==> src/rtl/soda_pkg.sv <==
// Shared constants and types for the soda dispenser change-return path.
package soda_pkg;

  localparam int unsigned SODA_AMT_W = 9;
  localparam int unsigned SODA_CNT_W = 8;
  localparam int unsigned SODA_S_W   = 8;

  localparam int unsigned COIN_N = 5;
  localparam int unsigned COIN_D = 10;
  localparam int unsigned COIN_Q = 25;

  localparam logic [1:0] COIN_T_NONE    = 2'b00;
  localparam logic [1:0] COIN_T_NICKEL  = 2'b01;
  localparam logic [1:0] COIN_T_DIME    = 2'b10;
  localparam logic [1:0] COIN_T_QUARTER = 2'b11;

  typedef enum logic [1:0] {
    ST_IDLE   = 2'd0,
    ST_SELECT = 2'd1,
    ST_EJECT  = 2'd2,
    ST_DONE   = 2'd3
  } chg_state_e;

endpackage

==> src/rtl/soda_coin_select.sv <==
// Greedy coin picker: largest coin not exceeding the remaining change.
module soda_coin_select
  import soda_pkg::*;
#(
  parameter int unsigned AMT_W = SODA_AMT_W
) (
  input  logic [AMT_W-1:0] rem,
  output logic [1:0]       coin_type_c,
  output logic [AMT_W-1:0] coin_value_c
);

  always_comb begin
    coin_type_c  = COIN_T_NONE;
    coin_value_c = '0;
    if (rem >= AMT_W'(COIN_Q)) begin
      coin_type_c  = COIN_T_QUARTER;
      coin_value_c = AMT_W'(COIN_Q);
    end else if (rem >= AMT_W'(COIN_D)) begin
      coin_type_c  = COIN_T_DIME;
      coin_value_c = AMT_W'(COIN_D);
    end else if (rem >= AMT_W'(COIN_N)) begin
      coin_type_c  = COIN_T_NICKEL;
      coin_value_c = AMT_W'(COIN_N);
    end
  end

endmodule

==> src/rtl/soda_change_dispenser.sv <==
// Change return controller: pays (tot - s) back one coin at a time through a
// request/acknowledge coin ejector, quarters first.
module soda_change_dispenser
  import soda_pkg::*;
#(
  parameter int unsigned AMT_W = SODA_AMT_W,
  parameter int unsigned CNT_W = SODA_CNT_W
) (
  input  logic             clk,
  input  logic             rst,
  input  logic             start,
  input  logic [AMT_W-1:0] tot,
  input  logic [7:0]       s,
  input  logic             coin_ack,
  output logic             coin_eject,
  output logic [1:0]       coin_type,
  output logic             busy,
  output logic             done,
  output logic             err,
  output logic [CNT_W-1:0] coins_out
);

  chg_state_e       state_q, state_d;
  logic [AMT_W-1:0] rem_q, rem_d;
  logic [1:0]       coin_type_q, coin_type_d;
  logic             coin_eject_q, coin_eject_d;
  logic             busy_q, busy_d;
  logic             done_q, done_d;
  logic             err_q, err_d;
  logic [CNT_W-1:0] coins_out_q, coins_out_d;

  logic [1:0]       sel_type;
  logic [AMT_W-1:0] sel_value;
  logic [AMT_W-1:0] price;

  assign price = AMT_W'(s);

  // rem is stable throughout EJECT, so the same pick drives the subtraction.
  soda_coin_select #(.AMT_W(AMT_W)) u_coin_select (
    .rem          (rem_q),
    .coin_type_c  (sel_type),
    .coin_value_c (sel_value)
  );

  always_comb begin
    state_d     = state_q;
    rem_d       = rem_q;
    coin_type_d = coin_type_q;
    err_d       = err_q;
    coins_out_d = coins_out_q;

    unique case (state_q)
      ST_IDLE: begin
        if (start) begin
          if (tot >= price) begin
            rem_d = tot - price;
            err_d = 1'b0;
          end else begin
            rem_d = '0;
            err_d = 1'b1;
          end
          coins_out_d = '0;
          state_d     = ST_SELECT;
        end
      end
      ST_SELECT: begin
        coin_type_d = sel_type;
        if (sel_type != COIN_T_NONE) begin
          state_d = ST_EJECT;
        end else begin
          // Leftover below a nickel cannot be paid out.
          if (rem_q != '0) err_d = 1'b1;
          state_d = ST_DONE;
        end
      end
      ST_EJECT: begin
        if (coin_ack) begin
          rem_d = rem_q - sel_value;
          if (coins_out_q != {CNT_W{1'b1}}) coins_out_d = coins_out_q + CNT_W'(1);
          state_d = ST_SELECT;
        end
      end
      ST_DONE: begin
        state_d = ST_IDLE;
      end
      default: begin
        state_d = ST_IDLE;
      end
    endcase

    // Moore outputs decoded from the next state so they appear with it.
    coin_eject_d = (state_d == ST_EJECT);
    busy_d       = (state_d != ST_IDLE);
    done_d       = (state_d == ST_DONE);
  end

  always_ff @(posedge clk or posedge rst) begin
    if (rst) begin
      state_q      <= ST_IDLE;
      rem_q        <= '0;
      coin_type_q  <= COIN_T_NONE;
      coin_eject_q <= 1'b0;
      busy_q       <= 1'b0;
      done_q       <= 1'b0;
      err_q        <= 1'b0;
      coins_out_q  <= '0;
    end else begin
      state_q      <= state_d;
      rem_q        <= rem_d;
      coin_type_q  <= coin_type_d;
      coin_eject_q <= coin_eject_d;
      busy_q       <= busy_d;
      done_q       <= done_d;
      err_q        <= err_d;
      coins_out_q  <= coins_out_d;
    end
  end

  assign coin_eject = coin_eject_q;
  assign coin_type  = coin_type_q;
  assign busy       = busy_q;
  assign done       = done_q;
  assign err        = err_q;
  assign coins_out  = coins_out_q;

endmodule
==> config.mk <==
export PLATFORM = sky130hd
export DESIGN_NAME = soda_change_dispenser
export DESIGN_NICKNAME = d
export VERILOG_FILES = /design/src/rtl/soda_pkg.sv /design/src/rtl/soda_coin_select.sv /design/src/rtl/soda_change_dispenser.sv
export SDC_FILE = /design/constraint.sdc
export NUM_CORES = 1
export LEC_CHECK = 0
export BUFFER_PORTS_ARGS = -buffer_cell sky130_fd_sc_hd__clkbuf_2
export CORE_MARGIN = 2
export CORE_UTILIZATION = 55
export CTS_CLUSTER_DIAMETER = 150
export DETAILED_ROUTE_END_ITERATION = 10
export PLACE_DENSITY = 0.79
export REMOVE_ABC_BUFFERS = 1
export SYNTH_ARGS = -nofsm -noshare
export SYNTH_HDL_FRONTEND = slang
export SYNTH_SLANG_ARGS = --single-unit
==> constraint.sdc <==
create_clock -name clk -period 7.85 [get_ports clk]
set_clock_uncertainty 0.15 [all_clocks]
set_input_delay 1.1775 -clock clk [delete_from_list [all_inputs] [get_ports clk]]
set_output_delay 1.1775 -clock clk [all_outputs]
set_load 0.02 [all_outputs]
==> impl_metrics.json, run 1 <==
{
  "status": "complete, no violations",
  "synth_top_area_cell": "dfrtp_1",
  "end_kind": "flop",
  "worstSetupStartpointType": "flop",
  "rows": 21,
  "holdPathStages": 2,
  "globalplace.congestion": 0.855,
  "slew_headroom_pct": 37.7,
  "ys_seq_elements": 25,
  "cts_hold_buf": 0,
  "maxCapViolCount": 0,
  "post_drt_wl_per_cell_um": 13.6,
  "core-area_um2": 3340,
  "drtIter0Drc": 126,
  "arrival_ns": 3.38,
  "grt_pass1_vias": 1627,
  "cts_tree": "built",
  "clock.fmax_mhz": 302,
  "final_nets": 288,
  "tightest_slew_ns": 0.934,
  "wl_met3_um": 194,
  "vias": 1717,
  "grt_pass1_wl_mm": 7.16,
  "synth_area_per_cell_um2": 8.80,
  "yosysSeqAreaShare_pct": 32.6,
  "syn-cell-area_um2": 1920,
  "ioPinCount": 35,
  "hpwl_mm": 3.13,
  "hp-class": "reg -> reg",
  "initial_core_util_pct": 57.5,
  "synth-edff-count": 0,
  "p_comb_share_pct": 56.1,
  "grt_max_degree": 26,
  "drive_gt1_share_pct": 21.6,
  "dr_wl_met2_mm": 1.94,
  "top_layer_used": "met4",
  "postCtsResizedCells": 0,
  "clk_pin_slew_ns": 0.15,
  "die_y_um": 63.1,
  "grt.total_usage_pct": 22.2,
  "cp.required_ns": 7.91,
  "drt-total-wl_mm": 4.02,
  "fin_crit_sh_pct": 42.2,
  "p_per_area_nw_per_um2": 312,
  "p_total_mw": 0.664,
  "clockRootBuffer": "clkbuf_4",
  "synth_top_area_share_pct": 32.6,
  "antennaDiodeCount": 0,
  "ant_nets": 0,
  "synth-async-reset-ratio_pct": 100,
  "grt_overflow": 0,
  "slew_violations": 0,
  "htreeDepth": 1,
  "synthCells": 218,
  "hold_viol": 0,
  "p_int_mw": 0.356,
  "crit_fanout": 8,
  "cts_max_path_buffers": 2,
  "ys.flop_type": "dfrtp_1",
  "dieArea_um2": 3980,
  "power.leakage_nw": 0.990,
  "synthTopCellsByArea": "dfrtp_1 33%, ha_1 9.1%, xnor2_1 4.6%, o21ai_0 4.4%, nand2_1 3.7%",
  "fin_setup_tns_ns": 0,
  "post-route-min-period_ns": 3.32,
  "r2r_cells": 9,
  "die_width_um": 63.1,
  "clk_latency_ns": 0.34,
  "switching_power_mw": 0.309,
  "viasPerCell": 5.80,
  "cts_setup_buffers": 0,
  "yosysUniqueCellTypes": 51,
  "seq_power_share_pct": 34.6,
  "numCtsBuffers": 3,
  "areaGrowthSynthToFinish_pct": 11.0,
  "antenna_found_initial": 0,
  "peakVddDrop_mv": 0.111,
  "cts.sinks": 25,
  "drt_pass1_iterations": 4,
  "m1WireLength_mm": 1.81,
  "ys.warnings.count": 0,
  "switching_share_pct": 46.4,
  "portBuffers": 34,
  "rsz0062_at_grt": "false",
  "setup_viol_count_final": 0,
  "drc": 0,
  "critPathKind": "reg -> reg",
  "clock_power_share_pct": 9.4
}
==> sequential cells by signal, indices dropped and copies added, names as in the netlist <==
signal,flops
rem_q,9
coins_out,8
coin_type,2
state_q,2
busy,1
coin_eject,1
done,1
err,1
==> final timing paths <==
kind                                                from                        to  slack (ns)
max in group asynchronous                            rst      rem_q[1]$_DFFE_PP0P_        6.13
min in group asynchronous                            rst            busy$_DFF_PP0_        0.85
worst max register to register      rem_q[5]$_DFFE_PP0P_      rem_q[7]$_DFFE_PP0P_        4.53
worst min-delay path            coin_type[1]$_DFFE_PP0P_  coin_type[1]$_DFFE_PP0P_        0.35
worst min register to register  coin_type[1]$_DFFE_PP0P_  coin_type[1]$_DFFE_PP0P_        0.35
worst max-delay path                rem_q[5]$_DFFE_PP0P_      rem_q[7]$_DFFE_PP0P_        4.53
==> stage by stage <==
stage	worst slack (ns)	util (%)	hold WS [ns]	cells	area (µm²)
3_5_place_dp	4.58	63.0	0.340	292	2100
2_1_floorplan	4.82	-	0.338	212	1870
5_1_grt	4.26	63.9	0.393	296	2130
3_3_place_gp	4.67	63.0	0.312	292	2100
4_1_cts	4.54	63.9	0.371	296	2130
6_report	4.53	63.9	0.354	296	2130
==> cell usage after synthesis (2+ instances only) <==
master,instances
a31oi_1,2
buf_2,2
mux2_2,3
o311ai_0,2
nand3_1,6
a21oi_1,9
nor4_1,2
nor2_1,14
a32oi_1,3
and2_1,2
nor3_1,10
dfrtp_1,25
or4_1,2
or3b_2,2
o21ai_0,17
nor2b_1,4
nand2b_1,6
a22oi_1,2
nor3b_1,2
nand2_1,19
nand4_1,2
o221ai_1,3
o31ai_1,3
o21a_1,4
a211oi_1,2
ha_1,14
inv_1,14
xnor2_1,10
fa_1,2
a21o_1,4
or3_1,2
or2_2,5
==> placed cells by master, fill, tap and decap left out, types with 9 or more instances in the layout <==
cell,n
nand2_1,19
clkbuf_2,34
a21oi_1,9
dfrtp_1,25
o21ai_0,17
nor2_1,14
xnor2_1,10
nor3_1,10
inv_1,14
ha_1,14
==> layout make-up <==
type | instances | area, µm²
clock buffers | 3 | 22.5
clock inverters | 1 | 7.51
fillers | 306 | 1210
inverters | 14 | 52.6
multi-input cells | 173 | 1190
flip-flops and latches | 25 | 626
well taps | 46 | 57.6
repair buffers | 34 | 170
==> power by group through the flow <==
stage / combinational (mW) / sequential (mW) / clock, mW
6_report: 0.372 / 0.230 / 0.0622
5_1_grt: 0.423 / 0.239 / 0.0673
4_1_cts: 0.373 / 0.228 / 0.0628
3_5_place_dp: 0.371 / 0.231 / 0
3_3_place_gp: 0.361 / 0.229 / 0
2_1_floorplan: 0.269 / 0.239 / 0
==> critical path, cell delays in order (launching register included) <==
cell and delay, ns:
dfrtp_1 0.48, or4_1 0.66, a31oi_1 0.25, o21ai_0 0.19, ha_1 0.31, nor2b_1 0.13
o21a_1 0.18, a31o_2 0.27, o311ai_0 0.37, o311ai_0 0.20
==> routing by layer <==
metal  GRT usage (%)  up-vias
met5               0        -
met3            1.61        5
met4            8.06        0
li1                -      860
met2            36.8       49
met1            30.6      803
==> logic make-up (layout without fill, tap and decap cells) <==
| logic type | count (synthesis) | after routing | synth area share [%] |
|---|---|---|---|
| buf+inv | 20 | 52 | 5.15 |
| fa+ha+maj | 16 | 16 | 11.2 |
| xor+xnor | 10 | 10 | 4.56 |
| mux | 4 | 4 | 2.28 |
| simple gates | 83 | 83 | 23.3 |
| flops | 25 | 25 | 32.6 |
| compound gates | 60 | 60 | 20.9 |
Note: power is estimated with default switching activity, not from simulation.
==> run 2, diff against run 1 <==
- clock period: 7.85 -> 3.5 ns (I/O delays scaled with it)
==> impl_metrics.json, run 2 (same netlist as run 1, synthesis figures left out) <==
{
  "cts_tree": "built",
  "grt_overflow": 0,
  "slew_headroom_pct": 38.6,
  "layout_common_cells": "34 x clkbuf_2, 25 x dfrtp_1, 19 x nand2_1",
  "rsz0062_at_grt": "false",
  "numCtsBuffers": 3,
  "rr_startpoint": "rem_q[5]$_DFFE_PP0P_",
  "post_drt_wl_per_cell_um": 13.0,
  "crit_buf_inv": 0,
  "antennaDiodeCount": 0,
  "ant_nets": 0,
  "slowest_delay_ns": 0.59,
  "p_per_area_nw_per_um2": 693,
  "clock_power_share_pct": 9.0,
  "p_int_mw": 0.802,
  "hold-worst-slack_ns": 0.205,
  "antenna_found_initial": 0,
  "p_comb_share_pct": 56.3,
  "cts_max_path_buffers": 2,
  "arrival_ns": 3.27,
  "grt_pass1_vias": 1462,
  "die_y_um": 63.1,
  "initial_core_util_pct": 57.5,
  "cts_hold_buf": 0,
  "fin_crit_sh_pct": 91.5,
  "rows": 21,
  "end_kind": "flop",
  "largest_reg_flops": 9,
  "die_width_um": 63.1,
  "clk_latency_ns": 0.32,
  "viasPerCell": 5.57,
  "maxCapViolCount": 0,
  "critPathKind": "reg -> reg",
  "rrSetupSlack_ns": 0.30,
  "slew_violations": 0,
  "crit_fanout": 8,
  "hold_viol": 0,
  "vias": 1649,
  "portBuffers": 34,
  "core-area_um2": 3340,
  "cp_cell_sequence": "or4_4 > a31oi_1 > o21ai_0 > ha_1 > nor2b_1 > o21a_1 > a31o_2 > or4_1 > o311ai_0",
  "top_register": "rem_q",
  "tightest_slew_ns": 0.920,
  "final_common_cell": "clkbuf_2",
  "post-route-min-period_ns": 3.20,
  "ioPinCount": 35,
  "cts.sinks": 25,
  "globalplace.congestion": 0.841,
  "clock.fmax_mhz": 312,
  "setup_viol_count_final": 0,
  "cp.required_ns": 3.57,
  "use_met2_pct": 33.2,
  "r2r_cells": 9,
  "switching_power_mw": 0.676,
  "clockRootBuffer": "clkbuf_4",
  "peakVddDrop_mv": 0.253,
  "seq_power_share_pct": 34.7,
  "hp-class": "in -> async",
  "drive_gt1_share_pct": 22.0,
  "drt-total-wl_mm": 3.85,
  "hpwl_mm": 2.99,
  "dieArea_um2": 3980,
  "setup_slack_ns": 0.298,
  "grt.total_usage_pct": 20.9,
  "drt_pass1_iterations": 4,
  "top_usage_layer": "met2",
  "switching_share_pct": 45.7,
  "r2r_end": "rem_q[7]$_DFFE_PP0P_",
  "grt_pass1_wl_mm": 6.73,
  "areaGrowthSynthToFinish_pct": 11.1,
  "status": "complete, no violations",
  "grt_max_degree": 26,
  "drtIter0Drc": 85,
  "power.leakage_nw": 0.995,
  "place_worst_setup_slack_ns": 0.227,
  "worstSetupStartpointType": "flop",
  "cpMaxStageDelayCell": "or4_4",
  "clk_pin_slew_ns": 0.14,
  "htreeDepth": 1,
  "fin_setup_tns_ns": 0,
  "final_nets": 288,
  "use_met3_pct": 2.32,
  "crit_family": "simple AND/OR/NAND/NOR gates",
  "grtUsageMet1_pct": 30.5,
  "drc": 0
}
==> run 2: changes by cell type in the layout (fill, tap and decap cells not counted) <==
cell | previous run | this run
clkinvlp_4 | 1 | 0
or4_4 | 0 | 1
clkinv_2 | 0 | 1
or4_1 | 2 | 1
==> run 2: metrics by stage <==
| stage | cells | power, mW | area [µm²] | util [%] |
|---|---|---|---|---|
| 3_5_place_dp | 292 | 1.34 | 2100 | 63.0 |
| 2_1_floorplan | 212 | 1.14 | 1870 | - |
| 4_1_cts | 296 | 1.47 | 2130 | 63.8 |
| 5_1_grt | 296 | 1.62 | 2130 | 63.9 |
| 6_report | 296 | 1.48 | 2130 | 63.9 |
| 3_3_place_gp | 292 | 1.32 | 2100 | 63.0 |
==> run 2: worst max path at each step <==
stage                               from                   end  depth (start not counted)
detailed placement  rem_q[5]$_DFFE_PP0P_  rem_q[7]$_DFFE_PP0P_                          9
global placement    rem_q[5]$_DFFE_PP0P_  rem_q[7]$_DFFE_PP0P_                          9
CTS                 rem_q[5]$_DFFE_PP0P_  rem_q[7]$_DFFE_PP0P_                          9
floorplan           rem_q[5]$_DFFE_PP0P_  rem_q[7]$_DFFE_PP0P_                          9
finish              rem_q[5]$_DFFE_PP0P_  rem_q[7]$_DFFE_PP0P_                          9
global route        rem_q[5]$_DFFE_PP0P_  rem_q[7]$_DFFE_PP0P_                          9
==> run 2: metal layers <==
metal / share of wire, % / routed length, µm / vias up
met2: 46 / 1780 / 53
met5: 0 / 0 / -
met4: 0.36 / 14 / 0
met3: 5.8 / 222 / 2
met1: 47 / 1830 / 738
li1: - / - / 856
==> run 2: area by class of cell <==
| class | instances | area, µm² |
|---|---|---|
| Clock inverter | 1 | 5.00 |
| Tap cell | 46 | 57.6 |
| Multi-Input combinational cell | 173 | 1200 |
| Clock buffer | 3 | 22.5 |
| Timing Repair Buffer | 34 | 170 |
| Fill cell | 306 | 1200 |
| Sequential cell | 25 | 626 |
| Inverter | 14 | 52.6 |
==> run 2: repair_timing <==
action                                  4_1_cts  5_1_grt
gates resized for setup                       0        1
buffers inserted                              0        0
endpoints found under the setup margin        0        1
==> run 2: worst reg2reg max path, stage by stage (launching register included) <==
cell	delay (ns)
dfrtp_1	0.46
or4_4	0.59
a31oi_1	0.22
o21ai_0	0.19
ha_1	0.31
nor2b_1	0.13
o21a_1	0.18
a31o_2	0.28
or4_1	0.46
o311ai_0	0.11
==> run 2: power groups by stage <==
stage / combinational [mW] / sequential [mW] / clock (mW)
3_5_place_dp: 0.820 / 0.518 / 0
6_report: 0.832 / 0.513 / 0.133
4_1_cts: 0.827 / 0.510 / 0.134
2_1_floorplan: 0.604 / 0.535 / 0
5_1_grt: 0.940 / 0.534 / 0.147
3_3_place_gp: 0.806 / 0.513 / 0
==> run 3, diff against run 2 <==
- CELL_PAD_IN_SITES_DETAIL_PLACEMENT: default -> 0
- CELL_PAD_IN_SITES_GLOBAL_PLACEMENT: default -> 2
- CORE_UTILIZATION: 55 -> 33
- PLACE_DENSITY: 0.79 -> default
- PLACE_DENSITY_LB_ADDON: default -> 0.1
==> impl_metrics.json, run 3 (same netlist as run 1, synthesis figures left out) <==
{
  "fin_area_um2": 2190,
  "p_per_area_nw_per_um2": 705,
  "cts_hold_buf": 0,
  "worstSetupStartpointType": "flop",
  "cts_max_path_buffers": 2,
  "setup_viol_count_final": 0,
  "rsz0062_at_grt": "false",
  "postPlaceCellArea_um2": 2140,
  "multiInputGateArea_um2": 1190,
  "post-route-min-period_ns": 3.29,
  "clockRootBuffer": "clkbuf_8",
  "drc": 0,
  "slew_headroom_pct": 34.7,
  "peakVddDrop_mv": 0.249,
  "numCtsBuffers": 3,
  "viasPerCell": 5.15,
  "post_drt_wl_per_cell_um": 14.0,
  "ant_nets": 0,
  "hpwl_mm": 3.47,
  "globalplace.congestion": 0.790,
  "grt_overflow": 0,
  "grt_pass1_vias": 1687,
  "die_width_um": 80.3,
  "hold_viol": 0,
  "stdcell_count": 323,
  "vias": 1664,
  "dieArea_um2": 6440,
  "grt_pass1_wl_mm": 8.11,
  "setup_slack_ns": 0.209,
  "cp.required_ns": 3.53,
  "clock.fmax_mhz": 304,
  "status": "complete, no violations",
  "fin_crit_sh_pct": 94.0,
  "htreeDepth": 1,
  "clk_latency_ns": 0.28,
  "power.leakage_nw": 1.00,
  "antenna_found_initial": 0,
  "final_nets": 289,
  "drtIter0Drc": 67,
  "drt_pass1_iterations": 4,
  "nFillCells": 607,
  "tightest_slew_ns": 0.979,
  "crit_fanout": 8,
  "ioPinCount": 35,
  "seqCellArea_um2": 626,
  "place_inst": 319,
  "hp-class": "in -> async",
  "grt_max_degree": 26,
  "cts.sinks": 25,
  "drive_gt1_share_pct": 21.9,
  "cts_tree": "built",
  "p_total_mw": 1.54,
  "critPathKind": "reg -> reg",
  "place_worst_setup_slack_ns": 0.243,
  "drt-total-wl_mm": 4.53,
  "grt.total_usage_pct": 16.1,
  "slew_violations": 0,
  "layout_common_cells": "34 x clkbuf_2, 25 x dfrtp_1, 19 x nand2_1",
  "top_register": "rem_q",
  "largest_reg_flops": 9,
  "post-route-util_pct": 39.3,
  "die_y_um": 80.3,
  "end_kind": "flop",
  "areaGrowthSynthToFinish_pct": 14.1,
  "core-area_um2": 5570,
  "initial_core_util_pct": 34.4,
  "rows": 27,
  "maxCapViolCount": 0,
  "clk_pin_slew_ns": 0.10,
  "arrival_ns": 3.32,
  "portBuffers": 34,
  "cts_setup_buffers": 0,
  "fin_setup_tns_ns": 0,
  "hold-worst-slack_ns": 0.284,
  "postCtsResizedCells": 0,
  "antennaDiodeCount": 0,
  "final_common_cell": "clkbuf_2"
}
[run 3: cell types whose count changed in the layout (fill, tap and decap cells not counted), sizes merged]
| cell | delta |
|---|---|
| buf | +1 |
| clkinvlp | +1 |
| clkinv | -1 |
[run 3: layout make-up]
type / count / share of cell area (%)
Timing Repair Buffer: 35 / 8.11
Multi-Input combinational cell: 173 / 54.6
Inverter: 14 / 2.40
Clock inverter: 1 / 0.343
Clock buffer: 3 / 1.89
Tap cell: 72 / 4.11
Sequential cell: 25 / 28.6
[run 3: worst paths after layout]
kind	from	end	slack, ns	cells past startpoint
min in group clk	err$_DFFE_PP0P_	err$_DFFE_PP0P_	0.36	1
min	rst	coins_out[0]$_DFFE_PP0P_	0.28	2
max reg2reg	rem_q[5]$_DFFE_PP0P_	rem_q[7]$_DFFE_PP0P_	0.21	9
max	rem_q[5]$_DFFE_PP0P_	rem_q[7]$_DFFE_PP0P_	0.21	9
min reg2reg	err$_DFFE_PP0P_	err$_DFFE_PP0P_	0.36	1
max in group asynchronous	rst	coins_out[3]$_DFFE_PP0P_	2.32	2
[run 3: worst max-delay path: stages (launching register included)]
cell and delay (ns):
dfrtp_1 0.45, or4_1 0.66, a31oi_1 0.26, o21ai_0 0.20
ha_1 0.30, nor2b_1 0.13, o21a_1 0.18, a31o_2 0.28
or4_1 0.47, o311ai_0 0.11
[run 3: metal layers]
| layer | GRT usage [%] | share of wire [%] | routed length [µm] |
|---|---|---|---|
| met5 | 0 | 0 | 0 |
| met4 | 5.59 | 1.7 | 78 |
| met3 | 1.35 | 3.1 | 139 |
| met2 | 23.3 | 43 | 1950 |
| met1 | 24.6 | 52 | 2370 |
[run 3: power breakdown]
| part | internal, mW | switching, mW | total (mW) |
|---|---|---|---|
| sequential | 0.385 | 0.121 | 0.506 |
| combinational | 0.376 | 0.476 | 0.852 |
| clock | 0.0811 | 0.104 | 0.185 |
